--- config.mk ---
export PLATFORM = sky130hd
export DESIGN_NAME = hex7seg_scan_flat
export DESIGN_NICKNAME = d
export VERILOG_FILES = /design/src/rtl/hex7seg_scan_if.sv /design/src/rtl/hex7seg_scan.sv /design/src/flat_wrapper.sv
export SDC_FILE = /design/constraint.sdc
export NUM_CORES = 1
export LEC_CHECK = 0
export CAP_MARGIN = 20
export CORE_MARGIN = 5
export CORE_UTILIZATION = 43
export DETAILED_ROUTE_END_ITERATION = 10
export PLACE_DENSITY = 0.69
export SLEW_MARGIN = 20
export SYNTH_ARGS = -nofsm -noshare
export SYNTH_HDL_FRONTEND = slang
export SYNTH_SLANG_ARGS = --single-unit
export TNS_END_PERCENT = 30
--- constraint.sdc ---
create_clock -name clk -period 3.05 [get_ports clk]
set_input_delay 0.4575 -clock clk [delete_from_list [all_inputs] [get_ports clk]]
set_output_delay 0.4575 -clock clk [all_outputs]
set_load 0.01 [all_outputs]
--- src/rtl/hex7seg_scan_if.sv ---
// Display-side bundle of the seven-segment scanner: nibble/dp load path,
// blanking control and the multiplexed segment/digit outputs.
interface hex7seg_scan_if #(
    parameter int N_DIGITS = 4
);
    logic [4*N_DIGITS-1:0] data_in;
    logic [N_DIGITS-1:0]   dp_in;
    logic                  load;
    logic                  blank_en;
    logic [6:0]            seg_out;
    logic                  dp_out;
    logic [N_DIGITS-1:0]   dig_sel;
    logic                  frame_done;

    modport master (
        output data_in, dp_in, load, blank_en,
        input  seg_out, dp_out, dig_sel, frame_done
    );

    modport slave (
        input  data_in, dp_in, load, blank_en,
        output seg_out, dp_out, dig_sel, frame_done
    );
endinterface

--- src/rtl/hex7seg_scan.sv ---
// Multiplexed N-digit hex seven-segment driver: shadow-latched nibbles, slot
// scan with one dead cycle per slot, leading-zero and global blanking.
module hex7seg_scan #(
    parameter int N_DIGITS       = 4,
    parameter int REFRESH_DIV    = 50000,
    parameter int SEG_ACTIVE_LOW = 1,
    parameter int DIG_ACTIVE_LOW = 1,
    parameter int BLANK_LZ       = 1
) (
    input  logic           clk,
    input  logic           reset,
    hex7seg_scan_if.slave  bus
);

    localparam int CNT_W = $clog2(REFRESH_DIV);
    localparam int IDX_W = (N_DIGITS > 1) ? $clog2(N_DIGITS) : 1;
    localparam logic [CNT_W-1:0] CNT_LAST = CNT_W'(REFRESH_DIV - 1);
    localparam logic [IDX_W-1:0] IDX_LAST = IDX_W'(N_DIGITS - 1);

    function automatic logic [6:0] decode(input logic [3:0] nib);
        logic [6:0] s;
        case (nib)
            4'h0: s = 7'h3F;
            4'h1: s = 7'h06;
            4'h2: s = 7'h5B;
            4'h3: s = 7'h4F;
            4'h4: s = 7'h66;
            4'h5: s = 7'h6D;
            4'h6: s = 7'h7D;
            4'h7: s = 7'h07;
            4'h8: s = 7'h7F;
            4'h9: s = 7'h6F;
            4'hA: s = 7'h77;
            4'hB: s = 7'h7C;
            4'hC: s = 7'h39;
            4'hD: s = 7'h5E;
            4'hE: s = 7'h79;
            default: s = 7'h71;
        endcase
        return s;
    endfunction

    function automatic logic [6:0] seg_drive(input logic [6:0] s);
        return (SEG_ACTIVE_LOW != 0) ? ~s : s;
    endfunction

    function automatic logic dp_drive(input logic d);
        return (SEG_ACTIVE_LOW != 0) ? ~d : d;
    endfunction

    function automatic logic [N_DIGITS-1:0] dig_drive(input logic [N_DIGITS-1:0] d);
        return (DIG_ACTIVE_LOW != 0) ? ~d : d;
    endfunction

    logic [4*N_DIGITS-1:0] shadow_data_p0;
    logic [N_DIGITS-1:0]   shadow_dp_p0;
    logic [CNT_W-1:0]      cnt;
    logic [IDX_W-1:0]      idx;

    logic [N_DIGITS-1:0]   lz_mask;
    logic                  upper_zero;
    logic [N_DIGITS-1:0]   dig_onehot;
    logic                  digit_on;
    logic                  slot_last;
    logic                  frame_last;

    logic [6:0]            seg_p1;
    logic                  dp_p1;
    logic [N_DIGITS-1:0]   dig_p1;
    logic                  vld_p1;
    logic                  frame_p1;

    // Digit k is blank when it and every more-significant digit carry no nibble and no dp.
    always_comb begin
        lz_mask    = '0;
        upper_zero = 1'b1;
        for (int k = N_DIGITS - 1; k >= 1; k--) begin
            upper_zero = upper_zero && (shadow_data_p0[4*k +: 4] == 4'h0) && !shadow_dp_p0[k];
            lz_mask[k] = upper_zero && (BLANK_LZ != 0);
        end
    end

    always_comb begin
        dig_onehot      = '0;
        dig_onehot[idx] = 1'b1;
    end

    assign slot_last  = (cnt == CNT_LAST);
    assign frame_last = slot_last && (idx == IDX_LAST);
    // cnt == 0 is the anti-ghosting dead cycle at the start of every slot.
    assign digit_on   = !bus.blank_en && (cnt != '0) && !lz_mask[idx];

    // ---- stage p0: shadow registers and scan position ----
    always_ff @(posedge clk) begin
        if (reset) begin
            shadow_data_p0 <= '0;
            shadow_dp_p0   <= '0;
            cnt            <= '0;
            idx            <= '0;
            vld_p1         <= 1'b0;
            frame_p1       <= 1'b0;
        end else begin
            if (bus.load) begin
                shadow_data_p0 <= bus.data_in;
                shadow_dp_p0   <= bus.dp_in;
            end
            if (slot_last) begin
                cnt <= '0;
                idx <= (idx == IDX_LAST) ? '0 : idx + 1'b1;
            end else begin
                cnt <= cnt + 1'b1;
            end
            vld_p1   <= digit_on;
            frame_p1 <= frame_last;
        end
    end

    // ---- stage p1: output register, qualified by vld_p1 ----
    always_ff @(posedge clk) begin
        seg_p1 <= decode(shadow_data_p0[4*idx +: 4]);
        dp_p1  <= shadow_dp_p0[idx];
        dig_p1 <= dig_onehot;
    end

    assign bus.seg_out    = seg_drive(vld_p1 ? seg_p1 : 7'h00);
    assign bus.dp_out     = dp_drive(vld_p1 && dp_p1);
    assign bus.dig_sel    = dig_drive(vld_p1 ? dig_p1 : '0);
    assign bus.frame_done = frame_p1;

endmodule

--- src/flat_wrapper.sv ---
// flat-port wrapper written by rule: the top's interface ports become plain ports
module hex7seg_scan_flat 
#(
    parameter int N_DIGITS       = 4,
    parameter int REFRESH_DIV    = 50000,
    parameter int SEG_ACTIVE_LOW = 1,
    parameter int DIG_ACTIVE_LOW = 1,
    parameter int BLANK_LZ       = 1
)
  (clk, reset, bus_data_in, bus_dp_in, bus_load, bus_blank_en, bus_seg_out, bus_dp_out, bus_dig_sel, bus_frame_done);
  hex7seg_scan_if #(.N_DIGITS(N_DIGITS)) bus_i ();
  input  logic clk;
  input  logic reset;
  input wire logic [$bits(bus_i.data_in)-1:0] bus_data_in;
  input wire logic [$bits(bus_i.dp_in)-1:0] bus_dp_in;
  input wire logic [$bits(bus_i.load)-1:0] bus_load;
  input wire logic [$bits(bus_i.blank_en)-1:0] bus_blank_en;
  output wire logic [$bits(bus_i.seg_out)-1:0] bus_seg_out;
  output wire logic [$bits(bus_i.dp_out)-1:0] bus_dp_out;
  output wire logic [$bits(bus_i.dig_sel)-1:0] bus_dig_sel;
  output wire logic [$bits(bus_i.frame_done)-1:0] bus_frame_done;
  assign bus_i.data_in = bus_data_in;
  assign bus_i.dp_in = bus_dp_in;
  assign bus_i.load = bus_load;
  assign bus_i.blank_en = bus_blank_en;
  assign bus_seg_out = bus_i.seg_out;
  assign bus_dp_out = bus_i.dp_out;
  assign bus_dig_sel = bus_i.dig_sel;
  assign bus_frame_done = bus_i.frame_done;
  hex7seg_scan #(.N_DIGITS(N_DIGITS), .REFRESH_DIV(REFRESH_DIV), .SEG_ACTIVE_LOW(SEG_ACTIVE_LOW), .DIG_ACTIVE_LOW(DIG_ACTIVE_LOW), .BLANK_LZ(BLANK_LZ)) u_core (.clk(clk), .reset(reset), .bus(bus_i));
endmodule
==> summary.txt <==
CTS
  – Post-CTS setup buffer count: 0
  – Max Buffers Root-to-Sink: 2
  – Clock Latency Late Sink: just over 300 ps
  – Gates resized, CTS repair: 0
  – TritonCTS clock tree: yes
  – CTS clk-pin slew, worst paths: about 90 ps
  – Post-CTS Hold Buffers: 0
  – CTS HTree Levels: 2
  – Num CTS Buffers: 5
  – CTS sink count: between 50 and 60
  – Root Buffer Master: clkbuf_8

Timing
  – Final Cycle Share: 0.793
  – Final number of setup-violating endpoints: 0
  – Worst Skew: 9.23 ps
  – Rel. slew slack: 0.475
  – Final TNS setup: 0 ps
  – Measured slew at the worst slew-check pin: 766 ps
  – FMAX: 414 MHz
  – Final Critical Period: between 2000 and 2500 ps
  – Final hold violation count: 0
  – RSZ-0062 raised after global routing: no
  – Final Max Tran Viols: 0

Cells and area
  – Fraction of layout cells with a size suffix above 1: 0.0814
  – Most frequent cells in the layout: dfxtp_1, clkdlybuf4s50_1, nor2_1
  – Diodes inserted: 0
  – Commonest non-fill, non-tap cell in the layout: dfxtp_1
  – # fillers: 545
  – P&R area growth vs syn: 20.5%
  – Area of the multi-input gates: 1310 um^2
  – Net count, final: between 300 and 400
  – Reg area: around 1000 um^2

Floorplanning
  – Die height: 85.5 um
  – Initial core utilization: 0.443
  – Die Wd: around 86 um
  – Row cnt: 27
  – I/O pin count: 37
  – Core footprint: around 5500 um^2
  – Die area: about 7300 um^2

Pwr
  – Clock network fraction of total power: 0.303
  – P_sw: around 320 uW
  – Sw Share: 0.248
  – Internal: 956 uW
  – Combinational Power Share: 0.120
  – Max VDD drop: 0.281 mV
  – Power per cell area: between 400 and 500 nW/um^2
  – Final Power: around 1.3 mW
  – LEAKAGE: 1.12 nW
  – Sequential power share: 0.577

Detailed routing
  – Vias post-DR: 1943
  – Wirelength, routed: approximately 4.9 mm
  – Antenna viol nets, final: 0
  – DRC Markers: 0
  – Pre-antenna DRT Iters: 4
  – Vias/cell: around 5.3
  – WL per Instance: roughly 13 um
  – DRT iter0 DRCs: 129

Min path
  – Hold path depth: 1
  – Hold Crit Start: u_core.cnt[0]
  – WHS Endpoint: u_core.cnt[0]
  – Hold Crit Class: register to register

Synth
  – Avg Cell Area, Syn: about 9.4 um^2
  – Synth Warn #: 0
  – Synth Register Bits: between 50 and 60
  – EDFF count, synth: 0
  – Post-synthesis cell area: approximately 2500 um^2
  – Mapped Cells: ~260
  – Syn_nets: a little under 300
  – Asr flop ratio synth: 0
  – Seq/Total Area, Yosys: 0.424
  – Synth Flop Type: dfxtp_1
  – Post-synth cell types: 37

Setup path
  – Startpoint types: register
  – Worst r2r dst: u_core.seg_p1[0]
  – Reg-to-reg startpoint: u_core.idx[0]
  – Crit path DAT: approximately 2600 ps
  – R2R Setup Slk: 630 ps
  – Worst Path Required: 3220 ps
  – Worst r2r path cells: 6
  – Critical path class: register to register
  – Critical-path maximum fanout: 14
  – CP endpoint kind: register

Global route
  – Vias in the first global route: ~1700
  – Global-route wire length before repair: 8.36 mm
  – Pin count of the biggest net entering global routing: 27
  – Grt ovf: 0
  – All-Layer GR Usage: 0.143
  – Initial antenna violation count: 0

Placed design
  – PortBufs: 36
  – HPWL after detailed placement: about 3.6 mm
  – Placer Congestion: between 0.8 and 0.9

Job
  – Max_cap viols: 0

Run status
  – Status: complete, no violations
## critical path, cell delays in order, from the launching register on
cell and delay [ps]:
dfxtp_1 690, mux4_2 640, inv_1 140, ha_1 260
nor4b_1 90, nor4_1 300, o311ai_0 160
## per-layer routing
layer | vias up | wire length, um | global-route usage
li1 | 993 | - | -
met3 | 14 | 315 | 0.0355
met1 | 877 | 2430 | 0.199
met2 | 59 | 2050 | 0.205
met4 | 0 | 106 | 0.0719
met5 | - | 0 | 0
## sequential cells by signal, indices dropped and copies added (netlist names)
signal	count
u_core.dp_p1	1
u_core.seg_p1	7
u_core.dig_p1	4
u_core.shadow_dp_p0	4
u_core.shadow_data_p0	16
u_core.vld_p1	1
u_core.cnt	16
u_core.bus.frame_done	1
u_core.idx	2
## logic make-up (layout without fill, tap and decap cells)
family	Yosys count	in the layout	synth area share
and+or+nand+nor	100	100	0.207
DFF	52	52	0.424
AOI/OAI and AO/OA	33	33	0.0847
muxes	31	31	0.148
buffers and inverters	24	58	0.0403
adders and majority gates	13	13	0.0663
xor gates and xnor gates	8	8	0.0286
## final cells by class
type	instances	share of cell area
multi-input combinational	185	0.444
sequential	52	0.352
timing repair buffer	39	0.130
tap	72	0.0305
clock buffer	5	0.0233
inverter	11	0.0140
clock inverter	3	0.00635
## worst max path at each step
stage | from | to | slack, ps | cells past startpoint
5_1_grt | u_core.idx[0] | u_core.seg_p1[0] | 350 | 6
3_3_place_gp | u_core.idx[0] | u_core.seg_p1[0] | 720 | 6
4_1_cts | u_core.idx[0] | u_core.seg_p1[0] | 640 | 6
6_report | u_core.idx[0] | u_core.seg_p1[0] | 630 | 6
2_1_floorplan | u_core.idx[1] | u_core.seg_p1[0] | 860 | 8
3_5_place_dp | u_core.idx[0] | u_core.seg_p1[0] | 640 | 6
## power by group through the flow
| stage | Sequential [mW] | Clock (mW) | Combinational, mW |
|---|---|---|---|
| CTS | 0.734 | 0.405 | 0.153 |
| floorplan | 0.739 | 0 | 0.0959 |
| global route | 0.738 | 0.434 | 0.170 |
| detailed placement | 0.749 | 0 | 0.152 |
| global placement | 0.748 | 0 | 0.150 |
| finish | 0.734 | 0.386 | 0.152 |
## cells in the mapped netlist (2+ instances only)
cell type	instances	area [um^2]
a21oi_1	13	65.1
a22oi_1	2	15.0
and2_1	2	12.5
clkbuf_1	11	41.3
dfxtp_1	52	1040
ha_1	13	163
inv_1	11	41.3
mux2_2	3	33.8
mux2i_1	24	240
mux4_2	4	90.1
nand2_1	19	71.3
nand3_1	9	45.0
nand4_1	6	37.5
nor2_1	35	131
nor3_1	2	10.0
nor4_1	6	37.5
nor4b_1	4	35.0
o21ai_0	9	45.0
o311ai_0	2	17.5
or2_2	2	12.5
or3_1	6	37.5
or4_1	4	30.0
or4_4	2	22.5
xnor2_1	2	17.5
xor2_1	6	52.6
## through the flow
| step | setup WS [ps] | instance area [um^2] | utilization | hold slack, ps | std cells |
|---|---|---|---|---|---|
| detailed placement | 644 | 2870 | 0.518 | 456 | 359 |
| global placement | 718 | 2870 | 0.518 | 438 | 359 |
| floorplan | 862 | 2450 | - | 425 | 261 |
| global route | 350 | 2960 | 0.533 | 530 | 367 |
| finish | 633 | 2960 | 0.533 | 473 | 367 |
| CTS | 638 | 2960 | 0.533 | 476 | 367 |
No activity file was read; power rests on OpenSTA's default activity.
